`config.mk`:
```
export PLATFORM = sky130hd
export DESIGN_NAME = ifetch_buffer
export DESIGN_NICKNAME = d
export VERILOG_FILES = /design/src/rtl/ifetch_buffer_pkg.sv /design/src/rtl/ifetch_buffer_fifo.sv /design/src/rtl/ifetch_buffer.sv
export SDC_FILE = /design/constraint.sdc
export NUM_CORES = 1
export LEC_CHECK = 0
export ABC_AREA = 1
export BUFFER_PORTS_ARGS = -buffer_cell sky130_fd_sc_hd__buf_2
export CORE_MARGIN = 10
export CORE_UTILIZATION = 41
export DETAILED_ROUTE_END_ITERATION = 8
export PLACE_DENSITY = 0.56
export RECOVER_POWER = 25
export SLEW_MARGIN = 10
export SYNTH_ARGS = -nofsm -noshare
export SYNTH_HDL_FRONTEND = slang
export SYNTH_SLANG_ARGS = --single-unit
```
`constraint.sdc`:
```
create_clock -name clk -period 4.76 [get_ports clk]
set_input_delay 0 -clock clk [delete_from_list [all_inputs] [get_ports clk]]
set_output_delay 0 -clock clk [all_outputs]
set_load 0.05 [all_outputs]
```
`src/rtl/ifetch_buffer_pkg.sv`:
```
// Shared types and constants for the instruction fetch buffer.
// No logic here; latency and backpressure belong to the modules that import it.
package ifetch_buffer_pkg;

    localparam int          FE_AWIDTH         = 32;
    localparam int          FE_DWIDTH         = 32;
    localparam logic [31:0] DEFAULT_BASE_ADDR = 32'h0100_0000;
    localparam logic [31:0] NOP_INSN          = 32'h0000_0013;

    typedef struct packed {
        logic [FE_AWIDTH-1:0] pc;
        logic [FE_DWIDTH-1:0] insn;
    } fetch_entry_t;

    // Byte address of the word containing addr.
    function automatic logic [FE_AWIDTH-1:0] word_align(input logic [FE_AWIDTH-1:0] addr);
        return {addr[FE_AWIDTH-1:2], 2'b00};
    endfunction

endpackage

```
`src/rtl/ifetch_buffer_fifo.sv`:
```
// First-word-fall-through queue of fetch entries with push, pop, flush and occupancy count.
// Latency: a push is visible at the head the next cycle; backpressure: pops only while non-empty, flush wins over push/pop.
module fetch_fifo
    import ifetch_buffer_pkg::*;
#(
    parameter  int DEPTH = 4,
    localparam int PW    = $clog2(DEPTH),
    localparam int CW    = PW + 1
) (
    input  logic          clk,
    input  logic          rst,
    input  logic          i_flush,
    input  logic          i_push_vld,
    input  fetch_entry_t  i_push_dat,
    input  logic          i_pop_rdy,
    output logic          o_head_vld,
    output fetch_entry_t  o_head_dat,
    output logic [CW-1:0] o_count
);

    fetch_entry_t  r_mem [DEPTH];
    logic [PW-1:0] r_wr_ptr;
    logic [PW-1:0] r_rd_ptr;
    logic [CW-1:0] r_count;

    logic w_full;
    logic w_do_push;
    logic w_do_pop;

    assign w_full     = (r_count == CW'(DEPTH));
    assign o_head_vld = (r_count != '0);
    assign w_do_pop   = i_pop_rdy && o_head_vld && !i_flush;
    assign w_do_push  = i_push_vld && !w_full && !i_flush;
    assign o_count    = r_count;
    assign o_head_dat = o_head_vld ? r_mem[r_rd_ptr] : '0;

    always_ff @(posedge clk or negedge rst) begin
        if (!rst) begin
            r_wr_ptr <= '0;
            r_rd_ptr <= '0;
            r_count  <= '0;
        end else if (i_flush) begin
            r_wr_ptr <= '0;
            r_rd_ptr <= '0;
            r_count  <= '0;
        end else begin
            if (w_do_push) begin
                r_wr_ptr <= r_wr_ptr + PW'(1);
            end
            if (w_do_pop) begin
                r_rd_ptr <= r_rd_ptr + PW'(1);
            end
            case ({w_do_push, w_do_pop})
                2'b10:   r_count <= r_count + CW'(1);
                2'b01:   r_count <= r_count - CW'(1);
                default: r_count <= r_count;
            endcase
        end
    end

    // Entry storage is never read while empty, so it carries no reset.
    always_ff @(posedge clk) begin
        if (w_do_push) begin
            r_mem[r_wr_ptr] <= i_push_dat;
        end
    end

    // The fetch side reserves a slot before issuing, so a push must never find the queue full.
    assert property (@(posedge clk) disable iff (!rst) !(i_push_vld && w_full && !i_flush));

endmodule

```
`src/rtl/ifetch_buffer.sv`:
```
// Sequential PC generator and 1-cycle-latency imem read issue feeding a FWFT {pc, insn} queue toward decode.
// Latency: 2 cycles reset/redirect to first valid; backpressure: reads stop once queued + in-flight fill DEPTH.
module ifetch_buffer
    import ifetch_buffer_pkg::*;
#(
    parameter int              AWIDTH    = FE_AWIDTH,
    parameter int              DWIDTH    = FE_DWIDTH,
    parameter int              DEPTH     = 4,
    parameter logic [AWIDTH-1:0] BASE_ADDR = DEFAULT_BASE_ADDR
) (
    input  logic                     clk,
    input  logic                     rst,
    output logic                     imem_req_o,
    output logic [AWIDTH-1:0]        imem_addr_o,
    input  logic [DWIDTH-1:0]        imem_data_i,
    input  logic                     redirect_i,
    input  logic [AWIDTH-1:0]        redirect_pc_i,
    output logic                     valid_o,
    input  logic                     ready_i,
    output logic [AWIDTH-1:0]        pc_o,
    output logic [DWIDTH-1:0]        insn_o,
    output logic [$clog2(DEPTH):0]   count_o
);

    localparam int CW = $clog2(DEPTH) + 1;
    localparam int OW = CW + 1;

    logic [AWIDTH-1:0] r_fetch_pc;
    logic [AWIDTH-1:0] r_req_pc;
    logic              r_inflight;

    logic [CW-1:0]     w_count;
    logic [OW-1:0]     w_occupancy;
    logic              w_issue;
    logic              w_push;
    logic              w_pop;
    fetch_entry_t      w_push_dat;
    fetch_entry_t      w_head_dat;

    // An outstanding read already owns a queue slot, so it counts toward occupancy.
    assign w_occupancy = OW'(w_count) + OW'(r_inflight);
    assign w_issue     = rst && !redirect_i && (w_occupancy < OW'(DEPTH));

    assign imem_req_o  = w_issue;
    assign imem_addr_o = r_fetch_pc;

    // Redirect flushes the queue and drops the response that lands in the same cycle.
    assign w_push      = r_inflight && !redirect_i;
    assign w_pop       = valid_o && ready_i;

    always_comb begin
        w_push_dat      = '0;
        w_push_dat.pc   = r_req_pc;
        w_push_dat.insn = imem_data_i;
    end

    always_ff @(posedge clk or negedge rst) begin
        if (!rst) begin
            r_fetch_pc <= BASE_ADDR;
            r_req_pc   <= '0;
            r_inflight <= 1'b0;
        end else if (redirect_i) begin
            r_fetch_pc <= word_align(redirect_pc_i);
            r_inflight <= 1'b0;
        end else begin
            if (w_issue) begin
                r_fetch_pc <= r_fetch_pc + AWIDTH'(4);
                r_req_pc   <= r_fetch_pc;
            end
            r_inflight <= w_issue;
        end
    end

    fetch_fifo #(
        .DEPTH (DEPTH)
    ) u_fifo (
        .clk        (clk),
        .rst        (rst),
        .i_flush    (redirect_i),
        .i_push_vld (w_push),
        .i_push_dat (w_push_dat),
        .i_pop_rdy  (w_pop),
        .o_head_vld (valid_o),
        .o_head_dat (w_head_dat),
        .o_count    (w_count)
    );

    assign count_o = w_count;
    assign pc_o    = w_head_dat.pc;
    assign insn_o  = w_head_dat.insn;

endmodule
```
==> metrics <==
max incr delay on CP=920 ps; num rows=66; slew of the pin with the lowest slew margin=1150 ps; status=finished clean; First-pass DRT Iterations=5; leading area contributor after synthesis=edfxtp_1; Routed WL per cell=17.3 um; Fillers=2955; area of the core=32500 um2; Peak VDD IR=0.296 mV; Min-Delay Path Class=input port to flop; Register Area=9160 um2; Synth Register Bits=316; final hold violations=0; Tot GR Track Use=0.164; Pwr Density=576 nW/um2; Starting Density=0.414; Area after DPL=14600 um2; Slew Limit Fails=0; Distinct cells, synth=36; Synth Warn #=0; starting DRC count in detailed routing=682; via count=9543; post-synth top area share=0.554; DRC errors left=0; Post-Syn Instances=1264; Clock Skew=11.1 ps; period utilization=0.664; startpoint types=flop; Post-Syn Area=13400 um2; RSZ-0062 raised after global routing=no; R2R setup slack=2270 ps; number of port buffers=162; number of H-tree levels=2; pin count of the biggest net entering global routing=126; Leakage Power=6.30 nW; Final Total Pwr=9.37 mW; Worst R2R End=imem_addr_o[20]; Worst Setup End Kind=output port; fin nets=1551; reg2reg start=u_fifo.o_count[0]; DR vias/cell=4.91; Fin Setup TNS=0 ps; post-CTS setup buffers=0; area delta synth->final=20.8%; Hold EP=imem_addr_o[13]; Ant. Diodes=0; Syn Area/Cell=10.6 um2; Req. time, crit path=4760 ps; clock network latency to the later pin of the worst-skew pair=510 ps; worst reg-to-reg path cell count=8; WHS Path Cells=4; Reg clk slew, reported paths=60 ps; clock tree sinks=316; Worst Hold Launch=redirect_i; Slowest cell on crit path=inv_4; crit path DAT=3160 ps; CTS max path bufs=3; Multi-input gate area=3740 um2; crit path time final=3160 ps; crit path cell chain=inv_4, o21ai_0, a21oi_1, buf_2; crit path kind=flop to output port; io pins=169; Max FO, Critical Path=125; gpl congestion=0.833; final instance area=16300 um2; Max-Cap Viols=0; Die H=201 um; vias in the first global route=9566; post-CTS sizing=0; Detailed Place HPWL=19800 um; FMAX=316 MHz; # setup viols final=0; synth top area cells=edfxtp_1 (55%), dfrtp_1 (12%), nor2_1 (8.7%); layout cells sized above 1=0.151; Worst slew margin=0.235; most common cell after layout, fill and taps aside=nor2_1; first-pass GRT wire length=53500 um; TritonCTS buffer count=35; Seq/Total Area, Yosys=0.680; CTS tree=yes; DIE AREA=40400 um2; drt total wl=33500 um; GRT overflow=0; Routed Antenna Nets=0; chip width=201 um; initial antenna violation count=0; clock tree root driver cell=clkbuf_16; commonest non-fill, non-tap cells in the layout=nor2_1 (307), edfxtp_1 (248), o21ai_0 (169)
## report_power, final
part	total [mW]	internal [mW]	switching, mW
clock	2.42	1.38	1.04
combinational	3.26	0.696	2.57
sequential	3.68	3.34	0.334
total	9.37	5.42	3.95
## synthesized netlist by cell type
cell type / instances
nand2_1: 161
buf_4: 16
nand3b_1: 3
nor2_2: 7
nand3_2: 3
xnor2_1: 2
o211ai_1: 9
nor2_1: 311
inv_1: 67
o21ai_1: 5
inv_4: 1
clkbuf_1: 33
dfrtp_1: 67
nand4_1: 6
buf_2: 15
fa_1: 1
nand3_4: 1
xor2_1: 2
o21ai_0: 169
o21bai_1: 2
conb_1: 1
inv_2: 4
nor2_8: 1
nor2_4: 6
mux2i_1: 1
clkbuf_2: 1
nand2_2: 8
dfstp_2: 1
nand3_1: 35
a21oi_1: 67
o221ai_1: 1
ha_1: 5
nor3_1: 2
nand2_4: 1
edfxtp_1: 248
xor2_2: 1
## cells by family (layout without fill, tap and decap cells)
logic type,Yosys count,in the layout,synth area share
xor gates and xnor gates,5,5,0.00382
other,1,4,0.000279
muxes,1,1,0.000744
and+or+nand+nor,545,545,0.168
adders and majority gates,6,6,0.00614
DFF,316,316,0.680
buffers and inverters,137,372,0.0444
AOI/OAI and AO/OA,253,253,0.0965
## layer usage
| metal | global-route usage | part of all wire | routed length [um] |
|---|---|---|---|
| met5 | 0 | 0 | 0 |
| met1 | 0.223 | 0.46 | 15600 |
| met2 | 0.261 | 0.46 | 15400 |
| met3 | 0.0352 | 0.059 | 1990 |
| met4 | 0.0433 | 0.018 | 611 |
## stage by stage
stage | std cells | worst slack [ps] | hold WS [ps] | utilization
finish | 1944 | 1600 | 45.2 | 0.501
global route | 1944 | 1310 | 64.2 | 0.501
CTS | 1944 | 1480 | 26.7 | 0.502
detailed placement | 1817 | 2030 | -147 | 0.450
global placement | 1817 | 2060 | -148 | 0.450
floorplan | 1267 | 630 | -296 | -
## final cells by class
cell class	count	area share
clock inverters	17	0.00608
inverters	72	0.0169
flip-flops and latches	316	0.563
multi-input cells	814	0.230
repair buffers	238	0.0925
well taps	442	0.0340
clock buffers	45	0.0568
## how the worst max path moves through the flow
stage	start	slack, ps	to	depth (start not counted)
floorplan	u_fifo.o_count[0]	630	u_fifo.r_mem[0][0]	4
global placement	u_fifo.r_rd_ptr[0]	2060	pc_o[18]	4
detailed placement	u_fifo.r_rd_ptr[0]	2030	pc_o[18]	4
CTS	u_fifo.r_rd_ptr[0]	1480	pc_o[18]	4
global route	u_fifo.r_rd_ptr[0]	1310	insn_o[16]	4
finish	u_fifo.r_rd_ptr[0]	1600	insn_o[16]	4
## registers in the layout (all words and copies together), names as in the netlist
signal / flops
u_fifo.o_count: 3
r_req_pc: 30
u_fifo.r_wr_ptr: 2
imem_addr_o: 30
u_fifo.r_mem: 248
u_fifo.r_rd_ptr: 2
r_inflight: 1
## worst max-delay path: cells and delay by family, from the launching register on
family                 cells  cell delay (ps)
buffers and inverters      2             1240
AO/OA/AOI/OAI              2              530
flip-flops                 1              780
## repair_timing
item,4_1_cts,5_1_grt
setup endpoints to repair,0,0
hold buffers,65,0
endpoints found under the hold margin,230,0
Power figures use the tool's default switching activity.
